$ cat config.mk
export PLATFORM = sky130hd
export DESIGN_NAME = phy_rx_serial_paralelo
export DESIGN_NICKNAME = d
export VERILOG_FILES = /design/src/rtl/phy_rx_serial_paralelo.sv
export SDC_FILE = /design/constraint.sdc
export NUM_CORES = 1
export LEC_CHECK = 0
export ABC_CLOCK_PERIOD_IN_PS = 2000
export CORE_MARGIN = 2
export CORE_UTILIZATION = 52
export CTS_CLUSTER_DIAMETER = 60
export CTS_CLUSTER_SIZE = 24
export DETAILED_ROUTE_END_ITERATION = 7
export GPL_TIMING_DRIVEN = 0
export PLACE_DENSITY = 0.76
export RECOVER_POWER = 100
export SLEW_MARGIN = 0
export SYNTH_ARGS = -nofsm -noshare
export SYNTH_HDL_FRONTEND = slang
export SYNTH_SLANG_ARGS = --single-unit
$ cat constraint.sdc
create_clock -name clk_32f -period 2 [get_ports clk_32f]
set_input_delay 0.6 -clock clk_32f [delete_from_list [all_inputs] [get_ports clk_32f]]
set_output_delay 0.6 -clock clk_32f [all_outputs]
set_load 0.02 [all_outputs]
$ cat src/rtl/phy_rx_serial_paralelo.sv
// phy_rx_serial_paralelo
// Receive-side deserializer. It shifts in one line bit per clk_32f edge with
// the MSB first. It aligns to words on the COMMA pattern and declares the link
// active after BC_REQUIRED consecutive aligned commas. Once active, it delivers
// one 8-bit word every 8 edges and flags payload words, i.e. words that are
// neither COMMA nor IDLE.
module phy_rx_serial_paralelo #(
    parameter logic [7:0] COMMA       = 8'hBC,
    parameter logic [7:0] IDLE        = 8'h7C,
    parameter int         BC_REQUIRED = 4
) (
    input  logic       clk_32f,
    input  logic       reset,
    input  logic       data_in,
    output logic [7:0] data_out,
    output logic       valid_out,
    output logic       word_strobe,
    output logic       active
);

    typedef enum logic [1:0] {
        SEARCH = 2'd0,
        COUNT  = 2'd1,
        ACTIVE = 2'd2
    } state_t;

    localparam logic [3:0] BC_REQ_C = BC_REQUIRED[3:0];

    // Only the seven most recent bits are needed, because the candidate word
    // is completed by the bit arriving on the current edge.
    logic [6:0] sr_q;
    logic [2:0] bit_cnt_q;
    logic [3:0] bc_cnt_q;
    state_t     state_q;
    logic [7:0] data_q;
    logic       valid_q;
    logic       strobe_q;
    logic       active_q;

    logic [7:0] cand_s;
    logic       boundary_s;
    logic [3:0] bc_next_s;

    assign cand_s     = {sr_q, data_in};
    assign boundary_s = (bit_cnt_q == 3'd7);
    assign bc_next_s  = bc_cnt_q + 4'd1;

    // Shift register, alignment FSM and registered word outputs.
    always_ff @(posedge clk_32f) begin
        if (reset) begin
            sr_q      <= 7'd0;
            bit_cnt_q <= 3'd0;
            bc_cnt_q  <= 4'd0;
            state_q   <= SEARCH;
            data_q    <= 8'h00;
            valid_q   <= 1'b0;
            strobe_q  <= 1'b0;
            active_q  <= 1'b0;
        end else begin
            sr_q     <= cand_s[6:0];
            strobe_q <= 1'b0;
            case (state_q)
                SEARCH: begin
                    // A comma may be found at any bit offset. The next edge
                    // then carries the MSB of the following word.
                    bit_cnt_q <= 3'd0;
                    if (cand_s == COMMA) begin
                        bc_cnt_q <= 4'd1;
                        if (BC_REQ_C == 4'd1) begin
                            state_q  <= ACTIVE;
                            active_q <= 1'b1;
                        end else begin
                            state_q <= COUNT;
                        end
                    end else begin
                        bc_cnt_q <= 4'd0;
                    end
                end
                COUNT: begin
                    bit_cnt_q <= bit_cnt_q + 3'd1;
                    if (boundary_s) begin
                        if (cand_s == COMMA) begin
                            bc_cnt_q <= bc_next_s;
                            if (bc_next_s == BC_REQ_C) begin
                                state_q  <= ACTIVE;
                                active_q <= 1'b1;
                            end else begin
                                state_q <= COUNT;
                            end
                        end else begin
                            bc_cnt_q <= 4'd0;
                            state_q  <= SEARCH;
                        end
                    end else begin
                        bc_cnt_q <= bc_cnt_q;
                    end
                end
                ACTIVE: begin
                    // The link stays aligned until reset. Commas that straddle
                    // a word edge are ignored.
                    bit_cnt_q <= bit_cnt_q + 3'd1;
                    active_q  <= 1'b1;
                    if (boundary_s) begin
                        data_q   <= cand_s;
                        valid_q  <= (cand_s != COMMA) && (cand_s != IDLE);
                        strobe_q <= 1'b1;
                    end else begin
                        data_q <= data_q;
                    end
                end
                default: begin
                    bit_cnt_q <= 3'd0;
                    bc_cnt_q  <= 4'd0;
                    state_q   <= SEARCH;
                    active_q  <= 1'b0;
                end
            endcase
        end
    end

    assign data_out    = data_q;
    assign valid_out   = valid_q;
    assign word_strobe = strobe_q;
    assign active      = active_q;

endmodule

==> results by group <==
Die
  – CORE AREA: ~2000 µm²
  – Full die area: 2500 µm²
  – Row Count: 16
  – Die Wd: ~50 µm
  – Die Height: approximately 50 µm
  – Initial core utilization: 0.554
  – I/O pins: 14

Timing
  – Final hold viol count: 0
  – Final setup fails: 0
  – Max-slew headroom: 0.705
  – Clock skew: roughly 0.0032 ns
  – RSZ-0062 raised after global routing: no
  – Tmin final: 1.92 ns
  – Worst slew pin tran: ~0.44 ns
  – Post-route setup TNS: 0 ns
  – Final Max Tran Viols: 0
  – Fmax: approximately 520 MHz
  – Fin crit share: 0.961

Clocking
  – CTS-repair resized insts: 0
  – CTS Root Cell: clkbuf_4
  – CTS H-tree lvls: 1
  – Post-CTS Setup Bufs: 0
  – Reg clk slew, reported paths: about 0.15 ns
  – Clk_lat worst skew: about 0.33 ns
  – Clock Tree Buf Depth: 2
  – CTS Buf Count: 3
  – CTS tree: yes
  – CTS Hold Bufs: 0
  – CTS sink cnt: 27

Synthesis
  – Commonest cells post-synth: 27 x dfxtp_1, 22 x nand2_1, 13 x a21oi_1
  – Most common cell in the netlist: dfxtp_1
  – Top post-synthesis cells by area: dfxtp_1 49%, ha_1 8.0%, nand2_1 7.5%
  – Post-synth net total: about 130
  – Mean Syn Cell Area: slightly below 9 µm²
  – Area leader, netlist: dfxtp_1
  – Register area share after synthesis: 0.492
  – FFs w/ async S/R, synth: 0
  – Yosys cell types: 29
  – #FFs+latches synth: 27
  – Top cell type's share of synthesized area: 0.492
  – Syn Inst Count: approximately 120
  – Syn Std Cell Area: ~1100 µm²
  – Post-synth EDFFs: 0
  – Ys flop type: dfxtp_1
  – Synth Warn #: 0

Worst setup path
  – CP endpoint kind: output port
  – Crit Path Class: reg -> out
  – Worst-path maximum fanout: 1
  – CP required: approximately 1.4 ns
  – CP cell instances: dlygate4sd3_1
  – Worst path slowest cell: dlygate4sd3_1
  – Family with the most delay on the worst path: buffers and inverters
  – Buf+Inv Stages, Crit Path: 1
  – Startpoint of the worst register-to-register path: bit_cnt_q[0]$_SDFF_PP0_
  – Biggest cell delay along the critical path: roughly 0.66 ns
  – R2R depth: 8
  – Worst Path Arrival: 1.32 ns
  – Crit Reg-Reg Endpoint: state_q[1]$_SDFFE_PP0P_
  – R2R setup slack: around 0.20 ns
  – CP Launch Type: flip-flop

Flow run
  – Max Cap Viol: 0

GRT
  – Largest net degree at the start of global routing: 17
  – Vias in the first global route: between 700 and 800
  – Initial antenna violation count: 0
  – Total global-route track usage: 0.179
  – First-pass GRT wire length: approximately 3400 µm
  – Total gr overflow: 0

Final layout
  – Ratio of cells with drive above 1 in the final layout: 0.0567
  – Core Util, Final: 0.652
  – Diode count: 0
  – Layout area overhead: 17.7%
  – Non-Filler Instances: between 150 and 200
  – # nets final: 152
  – Fin area: between 1000 and 1500 µm²

Routing
  – Final WL: ~1900 µm
  – M1 WL: ~940 µm
  – Vias/cell: between 5 and 6
  – Drt initial violations: 5
  – Metal3 WL: 62 µm
  – Routed Antenna Nets: 0
  – Met2 wire length: between 900 and 1000 µm
  – Detailed Routing Iterations Pass 1: 4
  – DRC Markers: 0
  – Routed WL per cell: 11.5 µm
  – Routed vias: between 800 and 900
  – DR top layer: met4

Placed design
  – Gpl congestion: ~0.8
  – Placed insts: about 160
  – Cell Area, Placed: 1260 µm²
  – IO Port Bufs: 13
  – Post-DP HPWL: 1400 µm

Min path
  – Worst Hold End: bit_cnt_q[0]$_SDFF_PP0_
  – Hold Crit Class: reg -> reg
  – Worst hold path depth: 1
  – Worst hold path startpoint: bit_cnt_q[0]$_SDFF_PP0_

Power
  – LEAKAGE: roughly 0.5 nW
  – PD cells: between 600 and 700 nW/µm²
  – Worst vdd ir: roughly 0.39 mV

Status
  – Outcome: finished, final reports clean
cell usage in the layout (no fill, tap or decap), types with 2 or more instances in the layout:
cell type        instances
dfxtp_1                 27
nand2_1                 22
a21oi_1                 13
nor2b_1                 11
clkdlybuf4s50_1         11
nor2_1                   8
ha_1                     7
inv_1                    6
nand2b_1                 3
clkbuf_1                 3
nand3_1                  3
clkbuf_4                 3
nand4_1                  2
o21ai_0                  2
dlygate4sd3_1            2
power breakdown:
| group | switching (W) | total (W) | internal (W) |
|---|---|---|---|
| registers | 0.00000273 | 0.000544 | 0.000541 |
| logic | 0.00000958 | 0.0000161 | 0.00000655 |
| clock network | 0.000171 | 0.000248 | 0.0000767 |
worst max-delay path by stage:
stage                       startpoint                  endpoint  slack [ns]  cells after the start
2_1_floorplan  bit_cnt_q[0]$_SDFF_PP0_   state_q[1]$_SDFFE_PP0P_        0.40                      8
3_3_place_gp                   data_in  bc_cnt_q[3]$_SDFFE_PP0P_       -0.09                      6
3_5_place_dp                   data_in  bc_cnt_q[3]$_SDFFE_PP0P_       -0.14                      6
4_1_cts         valid_out$_SDFFE_PP0P_                 valid_out        0.09                      1
5_1_grt         word_strobe$_SDFF_PP0_               word_strobe        0.04                      1
6_report        word_strobe$_SDFF_PP0_               word_strobe        0.08                      1
routing by layer:
layer	vias up	global-route usage
met5	-	0
met4	0	0.0694
met3	2	0.0364
met2	17	0.267
met1	388	0.252
li1	448	-
registers in the layout, indices dropped and copies added (netlist names):
name	cells
active	1
bc_cnt_q	4
bit_cnt_q	3
data_out	8
sr_q	7
state_q	2
valid_out	1
word_strobe	1
logic make-up after synthesis:
logic type,synth area share
adders and majority gates,0.0797
muxes,0.00911
DFF,0.492
and+or+nand+nor,0.243
AOI/OAI and AO/OA,0.126
xor gates and xnor gates,0.00797
buffers and inverters,0.0421
per-stage QoR:
stage,power (W),worst slack [ns],hold WS (ns)
global placement,0.000572,-0.0924,0.408
detailed placement,0.000572,-0.136,0.421
finish,0.000808,0.0787,0.432
floorplan,0.000563,0.402,0.399
CTS,0.000810,0.0917,0.441
global route,0.000834,0.0353,0.459
cell type report:
| type | instances | area, µm² |
|---|---|---|
| fillers | 173 | 689 |
| flip-flops and latches | 27 | 541 |
| multi-input cells | 86 | 512 |
| repair buffers | 13 | 130 |
| well taps | 27 | 33.8 |
| plain buffers | 5 | 23.8 |
| clock buffers | 3 | 22.5 |
| inverters | 6 | 22.5 |
| clock inverters | 1 | 7.51 |
Power figures use the tool's default switching activity.
==> variant: new RTL, config.mk and constraints unchanged <==
Put one more register stage on the output `valid_out`, cleared by the reset. The value now appears one clock later. The other outputs are not delayed to match.
--- a/src/rtl/phy_rx_serial_paralelo.sv
+++ b/src/rtl/phy_rx_serial_paralelo.sv
@@ -119,7 +119,13 @@
     end
 
     assign data_out    = data_q;
-    assign valid_out   = valid_q;
+    always_ff @(posedge clk_32f) begin
+        if (reset) begin
+            valid_out <= '0;
+        end else begin
+            valid_out <= valid_q;
+        end
+    end
     assign word_strobe = strobe_q;
     assign active      = active_q;
 
Check against the original RTL: same outputs for any inputs over 10 cycles, from zero or initial values and one cycle with reset high; that may be too few to reach the edited logic, so the function may still have changed.
==> variant against the unedited design <==
Final area is 2.8% higher. Clock power is 8.9% lower. Area after synthesis is 3.9% higher. Sequential cell count is 1 higher. Cell count is 0.60% higher. Via count is 1.6% higher. Sequential power is 3.7% higher. Wire length is 4.9% higher. Critical path type is now input pin to register. Critical path depth is 4 higher. Setup slack better by 7.9 ps. Power hardly changed. Combinational power is 8% higher. Largest power group unchanged. Sequential share of layout area is 0.36 points higher. Utilization is 0.50 points higher.
==> variant: results (changes against the unedited design) <==
metric	value	unit	change
drive_gt1_frac	0.0493		-0.00744
met1_usage	0.218		-0.0348
route.met2.wl	988	microns	+8.8%
hp-class	register to register		
use_met2	0.305		+0.0382
yosysSeqAreaShare	0.491		-0.000799
skew	0.994	ps	-2.16 ps
num_vias	869		+1.6%
cts_max_level	1		unchanged
final_nets	154		+1.3%
first_global_vias	796		+4.1%
ys_types	31		+6.9%
synth_area_leaders	dfxtp_1 (49%), ha_1 (7.7%), nand2_1 (7.2%)		
crit_start	data_in		
routed-wl-met3	58	microns	-6.5%
worst_slew_pin_slew	475	ps	+32.7 ps
grt_usage	0.175		-0.00381
status	finished clean		
crit_fanout	4		+3
nFillCells	172		-0.58%
synthXorXnorAreaFrac	0.00768		-0.000297
gr-usage-met3	0.0263		-0.0100
pre_cts_slack	-245	ps	-108 ps
synth_compound_area_frac	0.133		+0.00625
fin_ws	86.5	ps	+7.86 ps
grt_max_degree	15		-2
yosys-top-cells-count	dfxtp_1 (28), nand2_1 (22), a21oi_1 (14)		
syn-num-nets	136		+1.5%
synth_fa_ha_area_frac	0.0768		-0.00297
ir_drop	0.558	mV	+44%
drt-wirelength-per-cell	12.0	microns	+4.2%
r2r_slack	230	ps	+30 ps
place_area	1310	sq um	+3.4%
place_congestion	0.782		-2.0%
grt_pass1_wl	3.37	mm	-0.79%
worstSetupEndpoint	bc_cnt_q[3]		
drt-initial-drc-count	16		+11
met1_length	943	microns	+0.64%
-- variant: metrics by stage --
step	hold WS (ps)	total power [uW]	TNS [ps]	std cells
floorplan	399	585	0	126
global placement	407	595	-390	166
detailed placement	422	595	-485	166
CTS	441	814	0	169
global route	466	834	-9.93	169
finish	434	807	0	169
-- variant: power by group --
group          leakage, uW  internal (uW)  switching (uW)  total (uW)
clock            0.0000138           70.7             155         226
combinational     0.000272           6.71            10.7        17.4
sequential        0.000226            561            3.12         564
-- variant: cell type report --
cell class | instances | area (sq um) | area share
plain buffers | 5 | 26.3 | 0.0198
clock buffers | 3 | 22.5 | 0.0169
inverters | 6 | 22.5 | 0.0169
multi-input cells | 87 | 533 | 0.401
flip-flops and latches | 28 | 561 | 0.422
well taps | 27 | 33.8 | 0.0254
repair buffers | 13 | 130 | 0.0979
-- variant: critical path, cell delays in order --
cell and delay (ps):
clkdlybuf4s50_1 520, nor4_4 360, nand3_1 170, or3_1 360
a31oi_1 160
